## src/rtl/div_pkg.sv

```systemverilog
// -----------------------------------------------------------------------------
// div_pkg
// Shared definitions for the sequential restoring divider.
//   DIV_WIDTH_DEFAULT : default operand/result width in bits
//   div_state_t       : controller states (IDLE, BUSY, DONE)
// -----------------------------------------------------------------------------
package div_pkg;

    localparam int unsigned DIV_WIDTH_DEFAULT = 8;

    typedef enum logic [1:0] {
        IDLE = 2'd0,
        BUSY = 2'd1,
        DONE = 2'd2
    } div_state_t;

endpackage

```

## src/rtl/div_step.sv

```systemverilog
// -----------------------------------------------------------------------------
// div_step
// One combinational restoring-division iteration.
// The partial remainder is shifted left one place and takes in the next
// dividend bit. If the shifted value is at least the divisor, the divisor is
// subtracted and the quotient bit is 1. Otherwise the shifted value passes
// through unchanged and the quotient bit is 0.
// Ports:
//   partial_in  [WIDTH:0]   partial remainder before this step
//   next_bit                next dividend bit, MSB first
//   divisor     [WIDTH-1:0] divisor
//   partial_out [WIDTH:0]   partial remainder after this step
//   q_bit                   quotient bit produced by this step
// -----------------------------------------------------------------------------
module div_step #(
    parameter int unsigned WIDTH = 8
) (
    input  logic [WIDTH:0]   partial_in,
    input  logic             next_bit,
    input  logic [WIDTH-1:0] divisor,
    output logic [WIDTH:0]   partial_out,
    output logic             q_bit
);

    logic [WIDTH+1:0] shifted;
    logic [WIDTH+1:0] divisor_ext;

    always_comb begin
        shifted     = {partial_in, next_bit};
        divisor_ext = {2'b00, divisor};
        q_bit       = (shifted >= divisor_ext);
        // The stored partial remainder is always below the divisor, so the
        // restored or subtracted result always fits in WIDTH+1 bits.
        partial_out = q_bit ? (WIDTH+1)'(shifted - divisor_ext) : shifted[WIDTH:0];
    end

endmodule

```

## src/rtl/seq_divider.sv

```systemverilog
// -----------------------------------------------------------------------------
// seq_divider
// Unsigned sequential restoring divider with valid/ready handshakes.
// A nonzero-divisor operation takes WIDTH iterations in BUSY, one per cycle.
// A zero divisor goes straight to DONE and returns quotient = all ones,
// remainder = dividend and div_by_zero = 1.
// Ports:
//   clk, rst_n            clock, asynchronous active-low reset
//   in_valid / in_ready   operand handshake (in_ready is high only in IDLE)
//   dividend, divisor     unsigned operands, WIDTH bits each
//   out_valid / out_ready result handshake (out_valid is high only in DONE)
//   quotient, remainder   unsigned results, WIDTH bits each
//   div_by_zero           result was produced with divisor == 0
// -----------------------------------------------------------------------------
module seq_divider
    import div_pkg::*;
#(
    parameter int unsigned WIDTH = DIV_WIDTH_DEFAULT
) (
    input  logic             clk,
    input  logic             rst_n,
    input  logic             in_valid,
    output logic             in_ready,
    input  logic [WIDTH-1:0] dividend,
    input  logic [WIDTH-1:0] divisor,
    output logic             out_valid,
    input  logic             out_ready,
    output logic [WIDTH-1:0] quotient,
    output logic [WIDTH-1:0] remainder,
    output logic             div_by_zero
);

    localparam int unsigned     CNT_W     = $clog2(WIDTH + 1);
    localparam logic [CNT_W-1:0] LAST_ITER = CNT_W'(WIDTH - 1);

    div_state_t       state;
    div_state_t       next_state;
    logic [CNT_W-1:0] iter;
    logic             accept;

    // dq holds the dividend at accept. Each BUSY step shifts its MSB out into
    // the step logic and shifts the new quotient bit in at the LSB. After
    // WIDTH steps it holds the complete quotient.
    logic [WIDTH-1:0] dq;
    logic [WIDTH:0]   partial;
    logic [WIDTH-1:0] div_r;
    logic             dbz;

    logic [WIDTH:0]   step_partial;
    logic             step_q;

    div_step #(
        .WIDTH (WIDTH)
    ) u_step (
        .partial_in  (partial),
        .next_bit    (dq[WIDTH-1]),
        .divisor     (div_r),
        .partial_out (step_partial),
        .q_bit       (step_q)
    );

    // State register
    always_ff @(posedge clk or negedge rst_n) begin
        if (!rst_n) begin
            state <= IDLE;
        end else begin
            state <= next_state;
        end
    end

    // Next-state and handshake outputs
    always_comb begin
        next_state = state;
        in_ready   = 1'b0;
        out_valid  = 1'b0;
        unique case (state)
            IDLE: begin
                in_ready = 1'b1;
                if (in_valid) begin
                    next_state = (divisor == '0) ? DONE : BUSY;
                end
            end
            BUSY: begin
                if (iter == LAST_ITER) begin
                    next_state = DONE;
                end
            end
            DONE: begin
                out_valid = 1'b1;
                if (out_ready) begin
                    next_state = IDLE;
                end
            end
            default: next_state = IDLE;
        endcase
    end

    assign accept = in_valid && in_ready;

    // Datapath: operand capture, iteration, and result hold
    always_ff @(posedge clk or negedge rst_n) begin
        if (!rst_n) begin
            iter    <= '0;
            dq      <= '0;
            partial <= '0;
            div_r   <= '0;
            dbz     <= 1'b0;
        end else if (accept) begin
            iter  <= '0;
            div_r <= divisor;
            if (divisor == '0) begin
                dq      <= '1;
                partial <= {1'b0, dividend};
                dbz     <= 1'b1;
            end else begin
                dq      <= dividend;
                partial <= '0;
                dbz     <= 1'b0;
            end
        end else if (state == BUSY) begin
            iter    <= iter + CNT_W'(1);
            dq      <= {dq[WIDTH-2:0], step_q};
            partial <= step_partial;
        end
    end

    assign quotient    = dq;
    assign remainder   = partial[WIDTH-1:0];
    assign div_by_zero = dbz;

endmodule

```

## config.mk

```make
export PLATFORM = sky130hd
export DESIGN_NAME = seq_divider
export DESIGN_NICKNAME = d
export VERILOG_FILES = /design/src/rtl/div_pkg.sv /design/src/rtl/div_step.sv /design/src/rtl/seq_divider.sv
export SDC_FILE = /design/constraint.sdc
export NUM_CORES = 1
export LEC_CHECK = 0
export ABC_AREA = 0
export BUFFER_PORTS_ARGS = -buffer_cell sky130_fd_sc_hd__buf_2
export CAP_MARGIN = 0
export CORE_ASPECT_RATIO = 0.7
export CORE_MARGIN = 1.5
export CORE_UTILIZATION = 40
export DETAILED_ROUTE_END_ITERATION = 8
export PLACE_DENSITY_LB_ADDON = 0.2
export SLEW_MARGIN = 10
export SYNTH_ARGS = -nofsm -noshare
export SYNTH_HDL_FRONTEND = slang
export SYNTH_SLANG_ARGS = --single-unit
```

## constraint.sdc

```tcl
create_clock -name clk -period 4.8 [get_ports clk]
set_input_delay 0.24 -clock clk [delete_from_list [all_inputs] [get_ports clk]]
set_output_delay 0.24 -clock clk [all_outputs]
set_load 0.01 [all_outputs]
```

# == Yosys cells after proc, flatten, opt, wreduce, memory -nomap -nowiden ==
# Index checks and enable logic that the tools add are counted.
# classes
n_addsub,2
magnitude_cmp,1
eq_ne,6
n_mux,17
reduce_logical,5
# op_table
cell,n
$mux 8,4
$mux 9,3
$ge 10x8->1,1
$sub 9x8->9,1
$logic_not 8->1,1
$mux 2,4
$mux 4,2
$ne 2x2->1 const B,3
$pmux 2 s3,1
$add 4x1->4 const B,1
$eq 4x3->1 const B,1
$mux 1,3
$reduce_and 3->1,1
$eq 2x1->1 const B,1
$eq 2x2->1 const B,1
$logic_not 2->1,1
$reduce_bool 2->1,1
$logic_and 1x1->1,1
# totals
ff_bits,32
out_inout_bits,19

# == Depth between registers and ports, before layout ==
# depth
ltp_word,4
depth_mapped,10
depth_no_buf,9

# == Modules after synthesis ==
# A second synthesis with hierarchy kept.
# unflattened
cells_unflattened,217
hier_area_um2,2058.2
# by_module_without_submodules
mod,n_inst,cells_per_inst,area_each_um2,seq_area_each_um2
seq_divider,1,142,1535.2,800.8
div_step,1,75,523.0,0.0

# == Least setup slack after synthesis ==
# OpenSTA, ideal clock, no wires.
# synth_timing
kind,reg2reg
startpoint,"reg dq[7], in the netlist quotient[7]"
endpoint,reg partial[2]
setup_ns,0.077
arrival_time_ns,1.872
path_slack_ns,2.851
stages_incl_launch_ff,11
path_cell_list,dfrtp_1 -> inv_1 -> ha_1 -> inv_1 -> fa_1 -> nand3_1 -> a211o_1 -> and4_4 -> buf_6 -> a22oi_1 -> a21oi_1
# synth_between
elab_chain_len,4
word_cells_on_any_way,5
# synth_lines
element,line_no,rtl
start: declaration,seq_divider.sv:44,logic [WIDTH-1:0] dq;
start signal: assignment,seq_divider.sv:116,dq <= dividend;
start signal: assignment,seq_divider.sv:122,"dq <= {dq[WIDTH-2:0], step_q};"
$sub 9x8->9 or $ge 10x8->1 (tied branches),"div_step.sv:34, div_step.sv:31",
$mux 9 (*),div_step.sv:34,partial_out = q_bit ? (WIDTH+1)'(shifted - divisor_ext) : shifted[WIDTH:0];
$mux 9 (*),seq_divider.sv:120,end else if (state == BUSY) begin
$mux 9 (*),seq_divider.sv:108,end else if (accept) begin
end signal: assignment,seq_divider.sv:113,"partial <= {1'b0, dividend};"
end signal: assignment,seq_divider.sv:123,partial <= step_partial;
end: declaration,seq_divider.sv:45,logic [WIDTH:0] partial;
# Every way passes the cells marked *; elsewhere a longest branch is shown, timed or not. The select of a mux whose other input is x is not followed.
# A chain may end at the register's enable or synchronous reset.

# == Worst setup path after layout ==
# layout_timing
startpoint,reg state[0]
endpoint,reg partial[1]
# layout_between
elab_chain_len,4
word_cells_on_any_way,6
# layout_lines
element,line_no,rtl
start: declaration,seq_divider.sv:36,div_state_t state;
start signal: assignment,seq_divider.sv:67,state <= next_state;
$logic_not 2->1,seq_divider.sv:76,unique case (state)
$mux 1,seq_divider.sv:76,
$logic_and 1x1->1,seq_divider.sv:98,assign accept = in_valid && in_ready;
$mux 9 or $reduce_bool 2->1 (tied branches),--,
# Several ways; a longest one is shown, not always the timed one.

==> metrics.md <==
| Metric | Value |
|---|---|
| CTS Root Cell | `clkbuf_8` |
| Wirelength, routed | `between 4 and 5 mm` |
| Crit. End Element | `flop` |
| Period utilization | `roughly 50%` |
| Worst hold path type | `input pin to async pin` |
| WS Path Type | `flop to flop` |
| CTS tree | `yes` |
| Die height | `61.6 µm` |
| Worst EP required | `just under 5 ns` |
| Post-DP HPWL | `around 3.6 mm` |
| Post-synthesis simple-gate area fraction | `between 10% and 20%` |
| Top cells by count, synth | `dfrtp_1, nor2_1, nand2_1, o21ai_0, a21oi_1` |
| Slew Viols, Final | `0` |
| Layout cells sized above 1 | `19.8%` |
| Initial antenna violation count | `0` |
| Synth Register Bits | `32` |
| Clk_lat worst skew | `between 0.2 and 0.3 ns` |
| R2r startpoint | `state[0]$_DFFE_PN0P_` |
| Grt ovf | `0` |
| Compound-gate portion of the synthesized area | `approximately 22%` |
| Largest family of logic cells by synthesized area | `compound AO/OA/AOI/OAI gates` |
| Routability cong. | `about 0.85` |
| FMAX | `0.428 GHz` |
| Total Power | `1.89 mW` |
| Critical path peak fanout | `16` |
| Setup Skew | `a little over 0.004 ns` |
| Most instantiated library cell after synthesis | `dfrtp_1` |
| Placed cell count | `roughly 320` |
| Psw | `roughly 0.89 mW` |
| R2R setup slack | `about 2.5 ns` |
| Post-synthesis adder-cell area fraction | `6.77%` |
| DR vias | `about 1700` |
| Ant. Diodes | `0` |
| Final setup violation count | `0` |
| Worst EP arrival | `2.50 ns` |
| Post-synthesis cell count | `225` |
| Largest cells by area after synthesis | `dfrtp_1, nor2_1, ha_1` |
| Setup TNS | `0 ns` |
| Slew @ Worst Pin | `between 1 and 1.5 ns` |
| Core region area | `about 0.0048 mm²` |
| TritonCTS Buffers | `5` |
| Largest net degree at the start of global routing | `33` |
| Syn nets | `255` |
| Fin Hold WS | `roughly 0.015 ns` |
| Nets | `~280` |
| DRC Markers | `0` |
| Clock sinks | `32` |
| Port-buffer cells | `38` |
| CTS H-tree lvls | `2` |
| Post-synthesis xor/xnor area fraction | `1.79%` |
| Synth Flop Type | `dfrtp_1` |
| Sequential fraction of the synthesis area | `between 40% and 50%` |
| Worst Setup Start Kind | `flop` |
| Die area | `~0.0053 mm²` |
| Sequential fraction of design power | `~27%` |
| YS warnings | `0` |
| Clock Power Share | `12.1%` |
| Number of fillers in the final layout | `between 400 and 500` |
| Slew headroom | `roughly 28%` |
| First-pass GRT wire length | `7.99 mm` |
| Status | `complete, no violations` |
| Leak Pwr | `slightly above 1 nW` |
| Hold buffer count at CTS | `0` |
| Peak VDD IR | `0.254 mV` |
| Vias in the first global route | `about 1500` |
| Power density cells | `roughly 850 mW/mm²` |
| Core Util, Final | `a little under half` |
| Internal Power | `1.00 mW` |
| Die width | `a little under 90 µm` |
| Vias/cell | `~5.4` |
| Switching Fraction | `47.0%` |
| Starting Density | `41.2%` |
| Maximum clock path buffer count | `2` |
| Tmin final | `2.34 ns` |
| Total GRT Usage | `20.1%` |
| Multiplexer area fraction after synthesis | `between 1.5 and 2%` |
| Setup Buffers After CTS | `0` |
| Final Hold Violating Endpoints | `0` |
| Asr flop ratio synth | `100%` |
| Row count | `21` |
| Number of synthesized flops with an enable pin | `0` |
| Combinational Power Share | `60.6%` |
| Final ANT Viol Nets | `0` |
| RSZ-0062 raised after global routing | `false` |
| Top-level port count | `39` |
| Post-Layout Cell Count | `~320` |
| Yosys top cell by area | `dfrtp_1` |
| WL/cell | `~15 µm` |
| Max_cap viols | `0` |
| Setup crit start | `state[0]$_DFFE_PN0P_` |
| Post-synth top area share | `about 41%` |
| Drt pass-1 iters | `4` |
| Resized cells post-CTS | `0` |
| Layout area overhead | `13.0%` |
| First DRT Iteration DRCs | `124` |
| Synthesized area | `about 0.002 mm²` |
| Synth cell types | `42` |
| Clock-pin transition on the worst setup and hold timing paths | `about 0.070 ns` |
| Synthesized area per cell | `8.71 µm²` |
-- layer usage --
layer  track usage, %  share of wire, %  up-vias
li1                 -                 -      845
met1             31.6                54      824
met2             27.3                39       47
met3             4.69               5.6        7
met4             4.84              0.92        0
met5                0                 0        -
-- cells by family (layout without fill, tap and decap cells) --
logic type / after synthesis / count (layout)
compound gates: 66 / 66
fa+ha+maj: 10 / 10
buf+inv: 29 / 57
xor+xnor: 4 / 4
flops: 32 / 32
mux: 3 / 3
simple gates: 81 / 81
-- worst max-delay path, cell delays in order, from the launching register on --
cell and delay [ns]:
dfrtp_1 0.44, nor2_1 0.08, nor2_1 0.81, o21ai_0 0.54, o21ai_0 0.25, a21oi_1 0.10
-- sequential cells by signal, summed over array words and instances (netlist names) --
name and flops:
partial 9, div_r 8, quotient 8, iter 4, state 2, div_by_zero 1
-- cells in the final DEF, fill, tap and decap left out, types with 2 or more instances in the layout --
cell and n:
a22oi_1 6, nor2_1 31, clkbuf_8 7, a21oi_1 15
dfrtp_1 32, mux2i_1 3, buf_2 38, nand3_1 5
nor2b_1 2, nand4_1 3, a211o_1 3, nand2b_1 4
inv_1 12, o22ai_1 7, a31oi_1 3, o21ai_0 21
nand2_1 25, ha_1 9, nor4_1 2, nor3b_1 2
xor2_1 4
-- cell type report --
class | count | area (µm²) | area share (%)
clock buffer | 7 | 96.3 | 4.35
inverter | 12 | 45.0 | 2.03
multi-input combinational | 164 | 996 | 45.0
sequential | 32 | 801 | 36.2
tap | 69 | 86.3 | 3.90
timing repair buffer | 38 | 190 | 8.59
-- power groups by stage --
| stage | clock network [mW] | logic [mW] | registers, mW |
|---|---|---|---|
| floorplan | 0 | 0.937 | 0.496 |
| global placement | 0 | 1.12 | 0.518 |
| detailed placement | 0 | 1.13 | 0.519 |
| CTS | 0.234 | 1.13 | 0.514 |
| global route | 0.245 | 1.29 | 0.533 |
| finish | 0.229 | 1.15 | 0.515 |
-- worst paths after layout --
check,cells past startpoint,end
min in group clk,3,div_r[0]$_DFFE_PN0P_
max in group asynchronous,1,partial[0]$_DFFE_PN0P_
min reg2reg,1,iter[3]$_DFFE_PN0P_
max reg2reg,5,partial[1]$_DFFE_PN0P_
max,5,partial[1]$_DFFE_PN0P_
min,1,quotient[5]$_DFFE_PN0P_
-- per-stage QoR --
| step | cell area [µm²] | setup WS (ns) |
|---|---|---|
| 6_report | 2210 | 2.46 |
| 5_1_grt | 2210 | 2.18 |
| 4_1_cts | 2210 | 2.51 |
| 3_5_place_dp | 2120 | 2.53 |
| 3_3_place_gp | 2120 | 2.67 |
| 2_1_floorplan | 1960 | 2.85 |
Power figures use the tool's default switching activity.
